### config.mk
export PLATFORM = sky130hd
export DESIGN_NAME = reg_mem_bank
export DESIGN_NICKNAME = d
export VERILOG_FILES = /design/src/rtl/reg_mem_bank_pkg.sv /design/src/rtl/reg_mem_lane.sv /design/src/rtl/reg_mem_bank.sv
export SDC_FILE = /design/constraint.sdc
export NUM_CORES = 1
export LEC_CHECK = 0
export BUFFER_PORTS_ARGS = -buffer_cell sky130_fd_sc_hd__buf_2
export CORE_MARGIN = 2
export CORE_UTILIZATION = 52
export DETAILED_ROUTE_END_ITERATION = 16
export PLACE_DENSITY = 0.68
export SETUP_SLACK_MARGIN = 0.15
export SLEW_MARGIN = 20
export SYNTH_ARGS = -nofsm -noshare
export SYNTH_HDL_FRONTEND = slang
export SYNTH_HIERARCHICAL = 1
export SYNTH_SLANG_ARGS = --single-unit
export TNS_END_PERCENT = 20
### constraint.sdc
create_clock -name clk -period 8.1 [get_ports clk]
set_input_delay 0.405 -clock clk [delete_from_list [all_inputs] [get_ports clk]]
set_output_delay 0.405 -clock clk [all_outputs]
set_load 0.02 [all_outputs]
### src/rtl/reg_mem_bank_pkg.sv
// Shared types, lane width and parity helper for the reg_mem_bank slice.
// Parity storage is enabled by defining REG_MEM_BANK_PARITY_EN.
package reg_mem_bank_pkg;

  localparam int LANE_W = 8;

  typedef enum logic [0:0] {
    CLEAR = 1'b0,
    RUN   = 1'b1
  } state_e;

  function automatic logic even_par(
    input logic [LANE_W-1:0] i_d
  );
    return ^i_d;
  endfunction

endpackage

### src/rtl/reg_mem_lane.sv
// One byte lane of storage with a registered read port.
// Parity bit per entry exists only with REG_MEM_BANK_PARITY_EN.
module reg_mem_lane
  import reg_mem_bank_pkg::*;
#(
  parameter int ADDR_BITS = 5
) (
  input  logic                 clk,
  input  logic                 rst,
  input  logic                 i_we,
  input  logic [ADDR_BITS-1:0] i_addr,
  input  logic [LANE_W-1:0]    i_wdata,
  input  logic                 i_winj,
  input  logic                 i_load,
  input  logic                 i_rd,
  output logic [LANE_W-1:0]    o_rdata,
  output logic                 o_perr
);

  localparam int DEPTH = 1 << ADDR_BITS;

  logic [LANE_W-1:0] r_mem [DEPTH];
  logic [LANE_W-1:0] r_rdata;
  logic              r_perr;
  logic              w_perr;

  always_ff @(posedge clk) begin
    if (i_we) begin
      r_mem[i_addr] <= i_wdata;
    end
  end

`ifdef REG_MEM_BANK_PARITY_EN
  logic r_par [DEPTH];

  // Injection flips the stored bit so the next read flags this entry.
  always_ff @(posedge clk) begin
    if (i_we) begin
      r_par[i_addr] <= even_par(i_wdata) ^ i_winj;
    end
  end

  assign w_perr = even_par(r_mem[i_addr]) ^ r_par[i_addr];
`else
  logic w_unused;

  assign w_unused = i_winj;
  assign w_perr   = 1'b0;
`endif

  // Write responses load zeros so the payload is clean.
  always_ff @(posedge clk or posedge rst) begin
    if (rst) begin
      r_rdata <= '0;
      r_perr  <= 1'b0;
    end else if (i_load) begin
      r_rdata <= i_rd ? r_mem[i_addr] : '0;
      r_perr  <= i_rd & w_perr;
    end
  end

  assign o_rdata = r_rdata;
  assign o_perr  = r_perr;

endmodule

### src/rtl/reg_mem_bank.sv
// Byte-lane register memory with hardware clear and registered responses.
// Optional per-lane parity: define REG_MEM_BANK_PARITY_EN.
module reg_mem_bank
  import reg_mem_bank_pkg::*;
#(
  parameter int DATA_WIDTH = 8,
  parameter int ADDR_BITS  = 5
) (
  input  logic                         clk,
  input  logic                         rst,
  input  logic                         clr,
  output logic                         busy,
  input  logic                         req_valid,
  output logic                         req_ready,
  input  logic                         req_wen,
  input  logic [ADDR_BITS-1:0]         req_addr,
  input  logic [DATA_WIDTH/LANE_W-1:0] req_be,
  input  logic [DATA_WIDTH-1:0]        req_wdata,
  input  logic                         par_inject,
  output logic                         rsp_valid,
  input  logic                         rsp_ready,
  output logic [DATA_WIDTH-1:0]        rsp_rdata,
  output logic                         rsp_err
);

  localparam int LANES = DATA_WIDTH / LANE_W;
  localparam logic [ADDR_BITS-1:0] PTR_LAST = '1;

  state_e               r_state;
  logic [ADDR_BITS-1:0] r_ptr;
  logic                 r_rsp_valid;

  logic                 w_clr_wr;
  logic                 w_acc;
  logic [ADDR_BITS-1:0] w_addr;
  logic [LANES-1:0]     w_perr;

  assign w_clr_wr  = (r_state == CLEAR);
  assign busy      = w_clr_wr;
  assign req_ready = (r_state == RUN) && !clr &&
                     (!r_rsp_valid || rsp_ready);
  assign w_acc     = req_valid && req_ready;
  assign w_addr    = w_clr_wr ? r_ptr : req_addr;

  always_ff @(posedge clk or posedge rst) begin
    if (rst) begin
      r_state     <= CLEAR;
      r_ptr       <= '0;
      r_rsp_valid <= 1'b0;
    end else begin
      unique case (r_state)
        CLEAR: begin
          r_rsp_valid <= 1'b0;
          if (clr) begin
            r_ptr <= '0;
          end else begin
            r_ptr <= r_ptr + 1'b1;
            if (r_ptr == PTR_LAST) begin
              r_state <= RUN;
            end
          end
        end
        RUN: begin
          if (clr) begin
            r_state     <= CLEAR;
            r_ptr       <= '0;
            r_rsp_valid <= 1'b0;
          end else if (w_acc) begin
            r_rsp_valid <= 1'b1;
          end else if (rsp_ready) begin
            r_rsp_valid <= 1'b0;
          end
        end
        default: begin
          r_state <= CLEAR;
        end
      endcase
    end
  end

  for (genvar i = 0; i < LANES; i++) begin : g_lane
    logic              w_we;
    logic [LANE_W-1:0] w_wdata;
    logic              w_inj;

    assign w_we    = w_clr_wr |
                     (w_acc & req_wen & req_be[i]);
    assign w_wdata = w_clr_wr ? '0 :
                     req_wdata[i*LANE_W +: LANE_W];
    // Only lane 0 carries the injected parity fault.
    if (i == 0) begin : g_inj
      assign w_inj = !w_clr_wr && par_inject;
    end else begin : g_noinj
      assign w_inj = 1'b0;
    end

    reg_mem_lane #(
      .ADDR_BITS(ADDR_BITS)
    ) u_lane (
      .clk    (clk),
      .rst    (rst),
      .i_we   (w_we),
      .i_addr (w_addr),
      .i_wdata(w_wdata),
      .i_winj (w_inj),
      .i_load (w_acc),
      .i_rd   (!req_wen),
      .o_rdata(rsp_rdata[i*LANE_W +: LANE_W]),
      .o_perr (w_perr[i])
    );
  end

  assign rsp_valid = r_rsp_valid;
  assign rsp_err   = |w_perr;

endmodule

==> out/qor.txt, run 1 <==
Fin. Hold Viols -> 0
Reg2Reg Setup Slack -> 3750 ps
nets -> 691
NetSw -> 0.587 mW
RePlAce Congestion -> 0.838
Clock Skew -> 10.7 ps
Num Clock Sinks -> 271
required time of the critical path -> 8250 ps
final setup vio count -> 0
1st-iter DRT viols -> 553
Combinational Power Share -> 5.9%
CTS clk-pin slew, worst paths -> 60 ps
maximum number of pins on one net before global-route repair -> 68
post-DR wirelength/cell -> 23.8 µm
vias per inst -> 5.95
CTS max path bufs -> 3
CP Capture Type -> register
final critical-path required period -> 4350 ps
Leak -> 3.93 nW
DIE AREA -> 22000 µm²
power per cell area -> 235 nW/µm²
VDD IR max -> 0.179 mV
unrepaired setup endpoints after global routing -> no
GRT Total Usage -> 21.1%
# resized after CTS -> 0
first-pass GRT wire length -> 34500 µm
crit path DAT -> 4490 ps
antenna-violating nets left -> 0
Worst-Margin Slew -> 1110 ps
Setup CP Type -> register to register
I/O pin cnt -> 33
area grow syn2layout -> 10.5%
Worst slew margin -> 26.3%
die width -> 148 µm
port bufs -> 30
Clk pwr share -> 39.6%
fin crit share -> 53.7%
Filler cells -> 1546
FP Rows -> 52
Crit Path Max Fanout -> 67
CTS tree -> yes
root buffer cell -> clkbuf_16
syn nets -> 661
cell count after synthesis -> 638
type of the worst min-delay path -> primary input to register
syn_area_per_cell -> 17.0 µm²
vias after detailed routing -> 5696
Starting Density -> 53.3%
initial antenna violation count -> 0
max-slew violation count -> 0
Final HPWL DP -> 14100 µm
mapped cell area -> 10900 µm²
drt drc -> 0
Max-Cap Viols -> 0
deepest level of the CTS H-tree -> 1
f_max -> 230 MHz
setup repair bufs after CTS -> 0
vias in the first global route -> 5836
TNS Setup -> 0 ps
sequential share of power -> 54.5%
P_int -> 2.24 mW
CTS Buf Count -> 27
share of cells above drive strength 1 -> 12.8%
Congestion Overflow GR -> 0
CTS Hold Bufs -> 1
1st-pass router iterations -> 5
final core area utilization -> 58.9%
CP Launch Type -> register
Clock Latency Late Sink -> 530 ps
Routed Wire Length -> 22800 µm
status -> finished, final reports clean
switching part of the total -> 20.8%
Core Box Area -> 20400 µm²
yosys warns -> 6
Chip Height -> 148 µm
ANT cells -> 0
## placed cells by master (no fill, tap or decap), types with 2 or more instances in the layout
cell type  count
a21o_1         8
a21oi_1        8
and2_1         7
and2_2         2
buf_2         30
buf_4          8
clkbuf_1       7
clkbuf_16     27
clkinv_1       9
clkinv_2       4
dfrtp_1       15
edfxtp_1     256
ha_1           2
inv_1          5
mux2_2         4
mux2i_1      130
nand2_1        3
nand3_1        2
nand3b_1       4
nand4b_1       5
nand4bb_1      6
nor2_1        38
nor3_2         4
nor4_1        16
o22ai_1       64
or3b_2         3
or4b_1         3
xor2_1         2
## routing by layer
metal | wire (µm) | vias to the layer above | track usage, %
li1 | - | 2591 | -
met1 | 9640 | 2867 | 29.1
met2 | 11100 | 189 | 35.2
met3 | 1340 | 49 | 2.98
met4 | 694 | 0 | 6.52
met5 | 0 | - | 0
## worst paths after layout
path / start / cells past startpoint / end
setup reg to reg: r_state / 4 / g_lane[0].u_lane/r_mem[22][6]
hold / removal: clr / 2 / r_ptr[0]
max in group asynchronous: rst / 3 / g_lane[0].u_lane/o_rdata[7]
setup / recovery: r_state / 4 / g_lane[0].u_lane/r_mem[22][6]
min in group asynchronous: rst / 3 / rsp_valid
hold reg to reg: g_lane[0].u_lane/o_rdata[6] / 1 / g_lane[0].u_lane/o_rdata[6]
## power by group through the flow
stage                     Sequential, mW  Clock [mW]  Combinational [mW]
after floorplan                     1.57           0               0.127
after global placement              1.57           0               0.162
after detailed placement            1.57           0               0.165
after CTS                           1.54        1.13               0.166
after global routing                1.54        1.19               0.178
final                               1.54        1.12               0.167
## state kept, by name, summed over array words and instances (netlist names)
name and flops:
g_lane.u_lane/r_mem 256, g_lane.u_lane/o_rdata 8, r_ptr 5, r_state 1, rsp_valid 1
## through the flow
step           power, mW  area [µm²]  hold slack [ps]  std cells  setup slack [ps]
2_1_floorplan       1.69       10900              208        638              5320
3_3_place_gp        1.73       11200              356        908              3580
3_5_place_dp        1.73       11200              361        908              3500
4_1_cts             2.84       12000              124        957              3490
5_1_grt             2.91       12000              153        957              3480
6_report            2.82       12000              135        957              3750
## layout make-up
| class | count | area (µm²) | area share, % |
|---|---|---|---|
| tap | 270 | 338 | 2.82 |
| sequential | 271 | 8060 | 67.2 |
| inverter | 5 | 18.8 | 0.156 |
| clock inverter | 14 | 83.8 | 0.699 |
| timing repair buffer | 39 | 220 | 1.84 |
| multi-input combinational | 324 | 2570 | 21.4 |
| clock buffer | 34 | 702 | 5.85 |
## critical path, stage by stage (launching register included)
cell,delay (ps)
dfrtp_1,750
mux2_8,730
buf_4,960
nand3b_1,680
nor2_1,820
Note: power is estimated with default switching activity, not from simulation.
==> run 2: changes to the inputs <==
--- a/config.mk
+++ b/config.mk
@@ -9,7 +9,7 @@
 export CORE_MARGIN = 2
 export CORE_UTILIZATION = 52
 export DETAILED_ROUTE_END_ITERATION = 16
-export PLACE_DENSITY = 0.68
+export PLACE_DENSITY = 0.71
 export SETUP_SLACK_MARGIN = 0.15
 export SLEW_MARGIN = 20
 export SYNTH_ARGS = -nofsm -noshare
==> constraint.sdc (replaced) <==
create_clock -name clk -period 3.7 [get_ports clk]
set_input_delay 0.185 -clock clk [delete_from_list [all_inputs] [get_ports clk]]
set_output_delay 0.185 -clock clk [all_outputs]
set_load 0.02 [all_outputs]
==> out/qor.txt, run 2 (synthesized netlist as in run 1, its figures left out) <==
die width -> 148 µm (unchanged)
Setup CP Type -> register to register
Routed Wire Length -> 22800 µm (about the same)
Num Clock Sinks -> 271 (unchanged)
final critical-path required period -> 3200 ps (-1150 ps)
TNS Setup -> 0 ps (unchanged)
post-DR wirelength/cell -> 23.3 µm (-2.3%)
Worst path top cell family by delay -> multiplexers
Crit Path Max Fanout -> 42 (-37%)
first-pass GRT wire length -> 34700 µm (+0.66%)
design area -> 12200 µm² (+1.8%)
final core area utilization -> 60.0% (+1.1 points)
fin cells -> 979 (+2.3%)
vias in the first global route -> 5989 (+2.6%)
R2R depth -> 7 (+3)
RePlAce Congestion -> 0.868 (+3.6%)
VDD IR max -> 0.406 mV (+130%)
Clock Latency Late Sink -> 520 ps (about the same)
Core Box Area -> 20400 µm² (unchanged)
status -> finished, final reports clean
CTS tree -> yes
drt drc -> 0 (unchanged)
required time of the critical path -> 4110 ps (-4140 ps)
DIE AREA -> 22000 µm² (unchanged)
FP Rows -> 52 (unchanged)
port bufs -> 30 (unchanged)
type of the worst min-delay path -> primary input to register
vias per inst -> 5.97 (+0.28%)
Filler cells -> 1491 (-3.6%)
crit path DAT -> 3610 ps (-880 ps)
Clock Skew -> 14.1 ps (+3.48 ps)
antenna-violating nets left -> 0 (unchanged)
power per cell area -> 518 nW/µm² (+120%)
CP max stage cell -> dfrtp_1
root buffer cell -> clkbuf_16
commonest non-fill, non-tap cell in the layout -> edfxtp_1
vias after detailed routing -> 5843 (+2.6%)
WHS Path Cells -> 4 (+2)
crit-path cells -> mux2_8 > buf_4 > mux2i_1 > o22ai_1 > nor4_1 > a21oi_1 > a21o_1
maximum number of pins on one net before global-route repair -> 43 (-37%)
area grow syn2layout -> 12.5%
storage element area -> 8060 µm² (unchanged)
dpl cells -> 927 (+2.1%)
deepest level of the CTS H-tree -> 1 (unchanged)
unrepaired setup endpoints after global routing -> no
max reg flops -> 256 (unchanged)
CP Capture Type -> register
total power -> 6.33 mW (+120%)
Congestion Overflow GR -> 0 (unchanged)
Chip Height -> 148 µm (unchanged)
Final HPWL DP -> 14500 µm (+3.1%)
share of cells above drive strength 1 -> 15.5% (+2.7 points)
initial antenna violation count -> 0 (unchanged)
GRT Total Usage -> 21.0% (about the same)
1st-iter DRT viols -> 591 (+6.9%)
Max-Cap Viols -> 0 (unchanged)
1st-pass router iterations -> 5 (unchanged)
ANT cells -> 0 (unchanged)
Starting Density -> 53.3% (unchanged)
Crit path buffers/inverters -> 1 (unchanged)
CP Depth -> 7 (+3)
CTS Buf Count -> 27 (unchanged)
Worst-Margin Slew -> 868 ps (-237 ps)
fin crit share -> 86.5% (+33 points)
most frequent cells in the layout -> edfxtp_1, mux2i_1, o22ai_1
Fin. Hold Viols -> 0 (unchanged)
Worst slew margin -> 41.9% (+16 points)
Multi-input gate area -> 2550 µm² (-0.73%)
Top reg by flops -> g_lane.u_lane/r_mem
CP Launch Type -> register
placed inst area -> 11300 µm² (+1.3%)
f_max -> 313 MHz (+36%)
final setup vio count -> 0 (unchanged)
max-slew violation count -> 0 (unchanged)
max incr delay on CP -> 780 ps (-180 ps)
CTS clk-pin slew, worst paths -> 60 ps (about the same)
Leak -> 4.08 nW (+3.8%)
CTS max path bufs -> 3 (unchanged)
I/O pin cnt -> 33 (unchanged)
nets -> 712 (+3.0%)
[run 2: worst min-delay path, stage by stage]
cell and delay, ps:
buf_2 70, and2b_2 220, nor2_1 90, nor2_1 50
[run 2: area by class of cell]
type | count | share of cell area (%)
Clock buffer | 32 | 5.69
Timing Repair Buffer | 60 | 3.24
Sequential cell | 271 | 66.0
Inverter | 5 | 0.154
Multi-Input combinational cell | 324 | 20.9
Clock inverter | 17 | 1.25
Tap cell | 270 | 2.77
[run 2: metal layers]
metal	share of wire [%]	up-vias	track usage [%]	wire length [µm]
met4	3.9	0	7.95	891
met3	6.0	50	3.74	1370
met1	40	2942	27.4	9100
met2	50	221	35.7	11400
met5	0	-	0	0
li1	-	2630	-	-
[run 2: per-stage QoR]
step           hold slack, ps  setup slack (ps)
2_1_floorplan           -11.6               920
3_3_place_gp              157               695
4_1_cts                   117               572
6_report                  134               500
5_1_grt                   170               350
3_5_place_dp              165               578
[run 2: path summary, 6_finish.rpt]
check,slack (ps),to,startpoint
max in group asynchronous,3240,g_lane[0].u_lane/o_rdata[6],rst
min in group asynchronous,200,rsp_valid,rst
setup / recovery,500,g_lane[0].u_lane/o_rdata[3],r_state
hold reg to reg,490,g_lane[0].u_lane/o_rdata[0],g_lane[0].u_lane/o_rdata[0]
hold / removal,130,rsp_valid,rsp_ready
setup reg to reg,500,g_lane[0].u_lane/o_rdata[3],r_state
[run 2: timing repair]
action,in CTS,in global routing
setup buffers,0,0
endpoints found under the setup margin,0,0
hold buffers,3,0
resized for setup,0,0
hold endpoints to repair,22,0
[run 2: report_power, final]
group          internal [mW]  total (mW)  switching (mW)  leakage (nW)
Combinational          0.154       0.377           0.223          1.21
Sequential              3.35        3.37          0.0151          2.46
Clock                   1.54        2.58            1.04         0.422
Total                   5.05        6.33            1.28          4.08
==> run 3: changes to the inputs <==
==> constraint.sdc (replaced) <==
create_clock -name clk -period 3.7 [get_ports clk]
set_input_delay 0.185 -clock clk [delete_from_list [all_inputs] [get_ports clk]]
set_output_delay 0.185 -clock clk [all_outputs]
set_load 0.1 [all_outputs]
==> out/qor.txt, run 3 (synthesized netlist as in run 1, its figures left out) <==
vias after detailed routing -> 5860 (+0.29%)
switching part of the total -> 21.2% (+0.96 points)
Leak -> 4.07 nW (-0.34%)
total power -> 6.26 mW (-1.1%)
area grow syn2layout -> 12.5% (about the same)
final critical-path required period -> 3200 ps (+0.807 ps)
CTS tree -> yes
design area -> 12200 µm² (about the same)
max-slew violation count -> 0 (unchanged)
Reg2Reg Setup Slack -> 500 ps (about the same)
Clock Skew -> 9.06 ps (-5.09 ps)
antenna-violating nets left -> 0 (unchanged)
worst r2r src -> r_state
status -> finished, final reports clean
1st-pass router iterations -> 5 (unchanged)
I/O pin cnt -> 33 (unchanged)
die width -> 148 µm (unchanged)
Worst-Margin Slew -> 1040 ps (+174 ps)
Crit Path Max Fanout -> 27 (-36%)
Congestion Overflow GR -> 0 (unchanged)
Final HPWL DP -> 14300 µm (-1.3%)
maximum number of pins on one net before global-route repair -> 44 (+2.3%)
Core Box Area -> 20400 µm² (unchanged)
crit path DAT -> 3620 ps (about the same)
worst setup margin -> 500 ps (-0.807 ps)
root buffer cell -> clkbuf_16
CTS Buf Count -> 27 (unchanged)
CTS max path bufs -> 3 (unchanged)
max reg flops -> 256 (unchanged)
Routed Wire Length -> 22600 µm (-0.54%)
nets -> 713 (+0.14%)
final setup vio count -> 0 (unchanged)
first-pass GRT wire length -> 34000 µm (-2.1%)
CTS Hold Bufs -> 3 (unchanged)
CP Launch Type -> register
TNS Setup -> 0 ps (unchanged)
power per cell area -> 513 nW/µm² (-1.0%)
Fin. Hold Viols -> 0 (unchanged)
Crit path buffers/inverters -> 0 (-1)
unrepaired setup endpoints after global routing -> no
dpl cells -> 928 (+0.11%)
sequential share of power -> 53.8% (+0.6 points)
CP Capture Type -> register
Starting Density -> 53.3% (unchanged)
RePlAce Congestion -> 0.808 (-6.9%)
NetSw -> 1.33 mW (+3.5%)
placed inst area -> 11400 µm² (+0.26%)
initial antenna violation count -> 0 (unchanged)
fin crit share -> 86.5% (about the same)
Reg-to-Reg End -> g_lane[0].u_lane/o_rdata[0]
most frequent cells in the layout -> edfxtp_1, mux2i_1, o22ai_1
VDD IR max -> 0.389 mV (-4.1%)
required time of the critical path -> 4120 ps (about the same)
vias in the first global route -> 5925 (-1.1%)
DIE AREA -> 22000 µm² (unchanged)
Combinational Power Share -> 6.6% (+0.6 points)
deepest level of the CTS H-tree -> 1 (unchanged)
Chip Height -> 148 µm (unchanged)
share of cells above drive strength 1 -> 15.5% (+0.022 points)
Clock Latency Late Sink -> 530 ps (about the same)
CTS clk-pin slew, worst paths -> 70 ps (about the same)
Worst path top cell family by delay -> simple AND/OR/NAND/NOR gates
Hold WS -> 156 ps (+21.9 ps)
R2R depth -> 6 (-1)
type of the worst min-delay path -> primary input to async pin
port bufs -> 30 (unchanged)
GRT Total Usage -> 20.5% (-0.50 points)
setup repair bufs after CTS -> 0 (unchanged)
Clk pwr share -> 39.6% (-1.2 points)
post-DR wirelength/cell -> 23.2 µm (-0.44%)
ANT cells -> 0 (unchanged)
FP Rows -> 52 (unchanged)
dpl ws -> 572 ps (-6.52 ps)
max incr delay on CP -> 780 ps (about the same)
CP max stage cell -> dfrtp_1
f_max -> 312 MHz (about the same)
vias per inst -> 5.99 (+0.39%)
Max-Cap Viols -> 0 (unchanged)
1st-iter DRT viols -> 464 (-21%)
Top reg by flops -> g_lane.u_lane/r_mem
Setup CP Type -> register to register
final core area utilization -> 59.9% (about the same)
Filler cells -> 1496 (+0.34%)
Worst slew margin -> 30.6% (-11 points)
drt drc -> 0 (unchanged)
# resized after CTS -> 0 (unchanged)
P_int -> 4.93 mW (-2.3%)
fin cells -> 978 (-0.10%)
commonest non-fill, non-tap cell in the layout -> edfxtp_1
crit-path cells -> mux2_2 > nand4bb_1 > o22ai_1 > nor4_1 > a21oi_1 > a21o_1
Num Clock Sinks -> 271 (unchanged)
## run 3: changes by cell type in the layout (fill, tap and decap cells not counted), sizes merged
cell    before  now
buf         57   58
clkinv      14    7
clkbuf      32   38
inv          5    7
bufinv       3    0
## run 3: cell type report
| class | count | area, µm² | share of cell area (%) |
|---|---|---|---|
| sequential | 271 | 8060 | 66.1 |
| inverter | 5 | 18.8 | 0.154 |
| tap | 270 | 338 | 2.77 |
| timing repair buffer | 61 | 415 | 3.40 |
| clock buffer | 38 | 757 | 6.20 |
| clock inverter | 9 | 50.0 | 0.410 |
| multi-input combinational | 324 | 2560 | 21.0 |
## run 3: worst max path at each step
stage,depth (start not counted),slack [ps],startpoint,to
global route,6,340,r_state,g_lane[0].u_lane/o_rdata[0]
detailed placement,6,570,r_state,g_lane[0].u_lane/o_rdata[5]
finish,6,500,r_state,g_lane[0].u_lane/o_rdata[0]
floorplan,6,360,rsp_valid,g_lane[0].u_lane/r_mem[28][0]
CTS,6,530,r_state,g_lane[0].u_lane/o_rdata[5]
global placement,6,650,r_state,g_lane[0].u_lane/o_rdata[0]
## run 3: power groups by stage
| stage | Combinational (mW) | Clock [mW] | Sequential, mW |
|---|---|---|---|
| final | 0.415 | 2.48 | 3.37 |
| after global routing | 0.437 | 2.65 | 3.37 |
| after CTS | 0.412 | 2.52 | 3.37 |
| after detailed placement | 0.408 | 0 | 3.43 |
| after global placement | 0.400 | 0 | 3.43 |
| after floorplan | 0.282 | 0 | 3.46 |
## run 3: routing by layer
layer	part of all wire, %	track usage [%]	vias up	routed length (µm)
li1	-	-	2640	-
met1	41	26.2	2954	9250
met2	50	35.4	211	11300
met3	5.4	3.31	55	1220
met4	4.0	8.14	0	909
met5	0	0	-	0
## run 3: worst register-to-register path, delay by kind of cell (launching register included)
| family | cells | cell delay (ps) |
|---|---|---|
| multiplexers | 1 | 680 |
| AO/OA/AOI/OAI | 3 | 530 |
| flip-flops | 1 | 780 |
| AND/OR/NAND/NOR | 2 | 1120 |
